===== src/rtl/execute_stage.sv =====
// Execute stage: single-cycle ALU plus iterative 32-step MUL/DIVU/REMU,
// registering results into the EX/MEM latch and stalling upstream while busy.
module execute_stage (
    input  logic        clk,
    input  logic        reset,
    input  logic        in_valid,
    input  logic [31:0] pc_in,
    input  logic [31:0] dataA,
    input  logic [31:0] dataB,
    input  logic [31:0] sign_extend,
    input  logic [4:0]  rd,
    input  logic [3:0]  alu_op,
    input  logic        alu_src,
    input  logic        flush,
    output logic        stall,
    output logic        valid_out,
    output logic [31:0] alu_result_out,
    output logic [31:0] store_data_out,
    output logic [31:0] branch_target_out,
    output logic        zero_out,
    output logic [4:0]  rd_out
);

    typedef enum logic [1:0] {IDLE, BUSY, DONE} state_t;

    state_t      state, state_next;
    logic [4:0]  cnt;
    logic [31:0] op_b;
    logic [31:0] single_result;
    logic [31:0] branch_target;
    logic        is_iter;

    // Iterative datapath: it_a is multiplier / dividend-quotient shift register,
    // it_b is multiplicand / divisor, it_acc is product / partial remainder.
    logic [31:0] it_a, it_b, it_acc;
    logic [31:0] it_target, it_store;
    logic [4:0]  it_rd;
    logic [3:0]  it_op;
    logic [32:0] div_trial, div_diff;
    logic        div_fits;
    logic [31:0] iter_result;

    always_comb begin
        op_b          = alu_src ? sign_extend : dataB;
        is_iter       = (alu_op == 4'd11) || (alu_op == 4'd12) || (alu_op == 4'd13);
        branch_target = pc_in + {sign_extend[29:0], 2'b00};
        single_result = '0;
        case (alu_op)
            4'd0:    single_result = dataA + op_b;
            4'd1:    single_result = dataA - op_b;
            4'd2:    single_result = dataA & op_b;
            4'd3:    single_result = dataA | op_b;
            4'd4:    single_result = dataA ^ op_b;
            4'd5:    single_result = ~(dataA | op_b);
            4'd6:    single_result = {31'd0, $signed(dataA) < $signed(op_b)};
            4'd7:    single_result = {31'd0, dataA < op_b};
            4'd8:    single_result = op_b << dataA[4:0];
            4'd9:    single_result = op_b >> dataA[4:0];
            4'd10:   single_result = $signed(op_b) >>> dataA[4:0];
            default: single_result = '0;
        endcase
    end

    // Restoring division: borrow out of the 33-bit trial subtract means "does not fit".
    always_comb begin
        div_trial   = {it_acc, it_a[31]};
        div_diff    = div_trial - {1'b0, it_b};
        div_fits    = ~div_diff[32];
        iter_result = (it_op == 4'd12) ? it_a : it_acc;
    end

    always_comb begin
        stall = ~reset && (((state == IDLE) && in_valid && is_iter) || (state == BUSY));
    end

    always_comb begin
        state_next = state;
        if (flush) begin
            state_next = IDLE;
        end else begin
            case (state)
                IDLE:    if (in_valid && is_iter) state_next = BUSY;
                BUSY:    if (cnt == 5'd31) state_next = DONE;
                DONE:    state_next = IDLE;
                default: state_next = IDLE;
            endcase
        end
    end

    always_ff @(posedge clk) begin
        if (reset) begin
            state             <= IDLE;
            cnt               <= '0;
            it_a              <= '0;
            it_b              <= '0;
            it_acc            <= '0;
            it_target         <= '0;
            it_store          <= '0;
            it_rd             <= '0;
            it_op             <= '0;
            valid_out         <= 1'b0;
            alu_result_out    <= '0;
            store_data_out    <= '0;
            branch_target_out <= '0;
            zero_out          <= 1'b0;
            rd_out            <= '0;
        end else begin
            state <= state_next;
            if (flush) begin
                valid_out <= 1'b0;
                cnt       <= '0;
            end else begin
                case (state)
                    IDLE: begin
                        if (in_valid && is_iter) begin
                            it_a      <= dataA;
                            it_b      <= op_b;
                            it_acc    <= '0;
                            it_target <= branch_target;
                            it_store  <= dataB;
                            it_rd     <= rd;
                            it_op     <= alu_op;
                            cnt       <= '0;
                            valid_out <= 1'b0;
                        end else if (in_valid) begin
                            valid_out         <= 1'b1;
                            alu_result_out    <= single_result;
                            zero_out          <= (single_result == '0);
                            store_data_out    <= dataB;
                            branch_target_out <= branch_target;
                            rd_out            <= rd;
                        end else begin
                            valid_out <= 1'b0;
                        end
                    end
                    BUSY: begin
                        cnt       <= cnt + 5'd1;
                        valid_out <= 1'b0;
                        if (it_op == 4'd11) begin
                            if (it_a[0]) it_acc <= it_acc + it_b;
                            it_b <= it_b << 1;
                            it_a <= it_a >> 1;
                        end else begin
                            it_acc <= div_fits ? div_diff[31:0] : div_trial[31:0];
                            it_a   <= {it_a[30:0], div_fits};
                        end
                    end
                    DONE: begin
                        valid_out         <= 1'b1;
                        alu_result_out    <= iter_result;
                        zero_out          <= (iter_result == '0);
                        store_data_out    <= it_store;
                        branch_target_out <= it_target;
                        rd_out            <= it_rd;
                    end
                    default: valid_out <= 1'b0;
                endcase
            end
        end
    end

endmodule


===== config.mk =====
export PLATFORM = sky130hd
export DESIGN_NAME = execute_stage
export DESIGN_NICKNAME = d
export VERILOG_FILES = /design/src/rtl/execute_stage.sv
export SDC_FILE = /design/constraint.sdc
export NUM_CORES = 1
export LEC_CHECK = 0
export CORE_UTILIZATION = 55
export CTS_CLUSTER_DIAMETER = 30
export DETAILED_ROUTE_END_ITERATION = 12
export GPL_TIMING_DRIVEN = 0
export PLACE_DENSITY_LB_ADDON = 0.05
export SYNTH_ARGS = -nofsm -noshare
export SYNTH_HDL_FRONTEND = slang
export SYNTH_SLANG_ARGS = --single-unit

===== constraint.sdc =====
create_clock -name clk -period 12.1 [get_ports clk]
set_input_delay 1.21 -clock clk [delete_from_list [all_inputs] [get_ports clk]]
set_output_delay 1.21 -clock clk [all_outputs]
set_load 0.02 [all_outputs]

Word level (Yosys, flattened, before mapping). Index checks and enable logic that the tools add are counted. W data, S select, Z words.

$add $sub $neg: 6. $lt $le $gt $ge: 2. Equal/unequal tests: 24. Shift-type cells: 3. Muxes and demuxes: 37. Bitwise gates (word level): 7. Reductions and logical operators: 21.

Operators with widths (number): $mux W32 (16); $pmux W32 S2 (6); $pmux W32 S11 (1); $add A32 B32 Y32 (3); $logic_not A32 Y1 (2); $lt A32 B32 Y1 (2); $sub A33 B32 Y33 (1); $and A32 B32 Y32 (1); $eq A4 B4 Y1 const B (8); $not A32 Y32 (1); $or A32 B32 Y32 (1); $shl A32 B5 Y32 (1); $shr A32 B5 Y32 (1); $sshr A32 B5 Y32 (1); $sub A32 B32 Y32 (1); $xor A32 B32 Y32 (1); $pmux W5 S2 (2); $eq A4 B3 Y1 const B (4); $mux W5 (3); $reduce_and A4 Y1 (3); $eq A4 B2 Y1 const B (2); $ne A2 B1 Y1 const B (3); $reduce_and A3 Y1 (2); $add A5 B1 Y5 const B (1); 18 further kinds (33).

Flip-flop bits (word level): 279. Word-level logic and storage cells: 115.

Logic depth before layout (Yosys ltp). Gate-level depths: netlist (run 1).

Word-level depth: 8. Depth in mapped cells: 22.

Worst setup path after synthesis (run 1). No wires, ideal clock.

Path kind: input to register. From: input alu_src. To: register zero_out. Library setup time: 0.096 ns. Arrival: 6.777 ns. Required time: 12.004 ns. Path slack: 5.228 ns. Stages on the path: 21. Cells stage by stage: buf_6 buf_6 buf_2 buf_6 buf_1 clkbuf_1 mux2i_1 ha_1 buf_2 and3_2 a22oi_1 a311oi_1 o21ai_0 a21oi_1 or2_2 xnor2_1 a221o_1 or3_1 or4_1 or4_1 o41ai_2.

Word-level cells in the longest chain between the ends: 8. Elaborated cells on any way between the ends: 17.

Ends and longest elaborated chain: start: declaration (RTL line 13) `input logic alu_src,`; $mux W32 (*) (RTL line 44) `op_b = alu_src ? sign_extend : dataB;`; branches (longest 2 deep; another with $sub A32 B32 Y32); $pmux W32 S11 (*) (RTL line 48) `case (alu_op)`; $logic_not A32 Y1 (*) (RTL line 128) `zero_out <= (single_result == '0);`; $mux W1 (*) (RTL line 125) `end else if (in_valid) begin`; $mux W1 (*) (RTL line 115) `if (in_valid && is_iter) begin`; $pmux W1 S2 (*) (RTL line 113) `case (state)`; end signal: assignment (RTL line 128); end signal: assignment (RTL line 151) `zero_out <= (iter_result == '0);`; end: declaration (RTL line 20) `output logic zero_out,`.

Every way passes the cells marked *. The select of a mux whose other input is x is not followed. A chain may end at the register's enable or synchronous reset.

Final worst setup path (run 1). Same ends and word-level chain as after synthesis.

==> results of run 1 <==
## layout make-up
cell class	instances	area, sq um
clock buffers	93	2020
plain buffers	270	1210
repair buffers	243	2430
well taps	664	831
fillers	4182	15800
diodes	1	2.50
inverters	152	573
flip-flops and latches	279	5590
clock inverters	36	499
multi-input cells	3021	20300
## cells in the final DEF (no fill, tap or decap), types with 71 or more instances in the layout
cell type	instances
nor2_1	354
a21oi_1	346
o21ai_0	133
dfxtp_1	279
nand2_1	615
o211ai_1	77
clkbuf_1	203
a311oi_1	97
ha_1	197
a21o_1	74
clkdlybuf4s50_1	242
clkbuf_16	71
mux2i_1	174
inv_1	146
## kinds of logic (layout without fill, tap and decap cells)
logic type,Yosys count,count (layout),share of synthesized area
fa+ha+maj,202,202,0.0928
simple gates,1320,1320,0.210
xor+xnor,93,93,0.0295
mux,260,260,0.118
buf+inv,422,794,0.0646
other cells,0,1,0
compound gates,1146,1146,0.283
flops,279,279,0.202
## tightest hold or removal path: stages, from the launching register on
cell and delay, ns:
dfxtp_1 0.30, nand2_1 0.05, a21oi_1 0.05
## sequential cells by signal, summed over array words and instances, names as in the netlist
signal,flops
alu_result_out,32
branch_target_out,32
it_a,32
it_acc,32
it_b,32
it_store,32
it_target,32
store_data_out,32
cnt,5
it_rd,5
rd_out,5
it_op,4
state,2
valid_out,1
zero_out,1
## worst paths after layout
path	cells after the start	slack, ns	to
setup reg to reg	17	6.37	it_acc[17]
hold / removal	2	0.45	branch_target_out[3]
hold reg to reg	2	0.45	branch_target_out[3]
setup / recovery	21	3.08	zero_out
## per-layer routing
layer / global-route usage / vias to the layer above
met5: 0 / -
met4: 0.317 / 0
met3: 0.192 / 679
met2: 0.729 / 2956
met1: 0.648 / 15500
li1: - / 14400
## stage by stage
stage | hold slack (ns) | power, mW
6_report | 0.449 | 4.20
5_1_grt | 0.467 | 4.28
4_1_cts | 0.448 | 4.12
3_5_place_dp | 0.444 | 2.16
3_3_place_gp | 0.440 | 2.15
2_1_floorplan | 0.437 | 1.72
## power groups by stage
stage	combinational [mW]	clock, mW	sequential [mW]
after global routing	1.29	2.00	0.984
after global placement	1.16	0	0.997
after CTS	1.18	1.96	0.982
after floorplan	0.705	0	1.02
after detailed placement	1.16	0	0.997
final	1.25	1.97	0.983
==> out/metrics.cfg, run 1 <==
[critical_path]
critPathBufInv = 8
timing.rr.start = it_a[31]
cp-startpoint = alu_src
critical-path-max-stage-delay_ns = 1.12
crit_family = compound AO/OA/AOI/OAI gates
crit_path_top_delay_cell = mux2i_1
required_ns = 12.62
cp-end-kind = flip-flop
worstPathMaxFanout = 10
crit_chain = buf_6 -> buf_6 -> buf_2 -> buf_6 -> buf_1 -> buf_1 -> mux2i_1 -> ha_1 -> clkbuf_1 -> nor2_1 -> a2111oi_0 -> o21ai_0 -> a21oi_1 -> o21ai_0 -> o21ai_0 -> o221ai_1 -> a211oi_1 -> inv_1 -> or3_1 -> or4_1 -> o41ai_2
worstSetupStartpointType = input pin
critPathArrivalTime_ns = 9.54
path_class = in2reg

[power_and_ir_drop]
powerDensity_nw_per_um2 = 126
swShare = 0.349
power.internal_mw = 2.73
comb_power_share = 0.297
p_clk_frac = 0.469
seqPwrFrac = 0.234
p_sw_mw = 1.46
peakVddDrop_v = 0.000167
leakage_nw = 13.3

[sta]
finalCriticalPeriod_ns = 9.02
final.setup.tns_ns = 0
fin_skew_ns = 0.0339
worst_slew_pin_slew_ns = 1.59
relSlewSlack = -0.0911
period_share = 0.745
rsz0062_at_grt = no
hold_viol = 0
fin_ws_ns = 3.08
fmax_mhz = 111
finalSetupViolCount = 0
slew_viol_final = 36

[yosys]
synth_top_area_frac = 0.202
ys_types = 105
yosysSeqAreaShare = 0.202
synthCells = 3722
synth_top_cells_by_count = 615 x nand2_1, 354 x nor2_1, 346 x a21oi_1
ys_async_sr_fraction = 0
synth_largest_area_cell = dfxtp_1
synth-main-ff-cell = dfxtp_1
ys_ff_latch = 279
syn_avg_cell_area_sq_um = 7.43
synth_area_sq_um = 27600
synth_warnings = 0
synth_edf_count = 0
synth_area_leaders = dfxtp_1 20%, ha_1 8.9%, nand2_1 8.3%, mux2i_1 6.4%, a21oi_1 6.3%
yosysMostFrequentCell = nand2_1
synth_nets = 4066

[floorplan]
die_w_um = 226
dieArea_sq_um = 51200
top_level_ports = 246
row_count = 81
start_util = 0.561
coreArea_sq_um = 49300
die_y_um = 226

[finish]
final_nets = 4381
final_cell_area_sq_um = 33400
final_util = 0.679
drive_gt1_frac = 0.0760
syn_to_final_growth_pct = 21.0
fin_cells = 4759

[place]
dp_slack_ns = 3.13
place.gp.congestion = 1.09
dpl.hpwl_mm = 103
dp.cells = 4629
dpl_cell_area_sq_um = 30900
io_buffers = 242

[global_route]
grt_pass1_vias = 30500
antenna_found_initial = 1
grt_overflow = 0
grt_pass1_wl_mm = 194
grt_max_degree = 12
grtUsageTotal = 0.512

[drt]
drt_iter0_drc = 5791
wire_per_inst_um = 28.4
wl_met3_mm = 21.8
ant_nets = 0
drt-vias-per-instance = 7.04
routed.top_layer = met4
m1WireLength_mm = 49.3
vias = 33500
drt_wl_total_mm = 135
first_pass_iters = 7
wl_met2_mm = 53.1
remaining_drc_errors = 0

[clocking]
cts_hold_buffers = 0
post_cts_buffers = 0
tritoncts = built
cts.sinks = 279
numCtsBuffers = 70
cts_resized = 0
clkLatencyLatePin_ns = 0.61
cts.htree.levels = 3
path_clk_slew_ns = 0.05
clockBufferDepth = 3
cts_root_buf = clkbuf_16

[run_status]
outcome = finished with violations
failed_checks = max-capacitance violations, max-slew violations

[worst_hold_path]
hold_path_class = reg2reg
worstHoldStart = branch_target_out[3]

[flow_run]
cap_violations = 10

Power figures use the tool's default switching activity.
==> run 2: changes to the inputs <==
==> constraint.sdc (replaced) <==
create_clock -name clk -period 9.13 [get_ports clk]
set_input_delay 0.913 -clock clk [delete_from_list [all_inputs] [get_ports clk]]
set_output_delay 0.913 -clock clk [all_outputs]
set_load 0.02 [all_outputs]
==> results of run 2 <==
Same layout as run 1 (identical final DEF). Status: finished with violations: max-capacitance violations, max-slew violations.
Main changes from that run: setup slack after placement 3.13 ns -> 0.458 ns; setup slack after layout 3.08 ns -> 0.409 ns; register-to-register setup slack 6.37 ns -> 3.40 ns; total power 4.20 mW -> 5.56 mW; worst IR drop on VDD 0.000167 V -> 0.000221 V
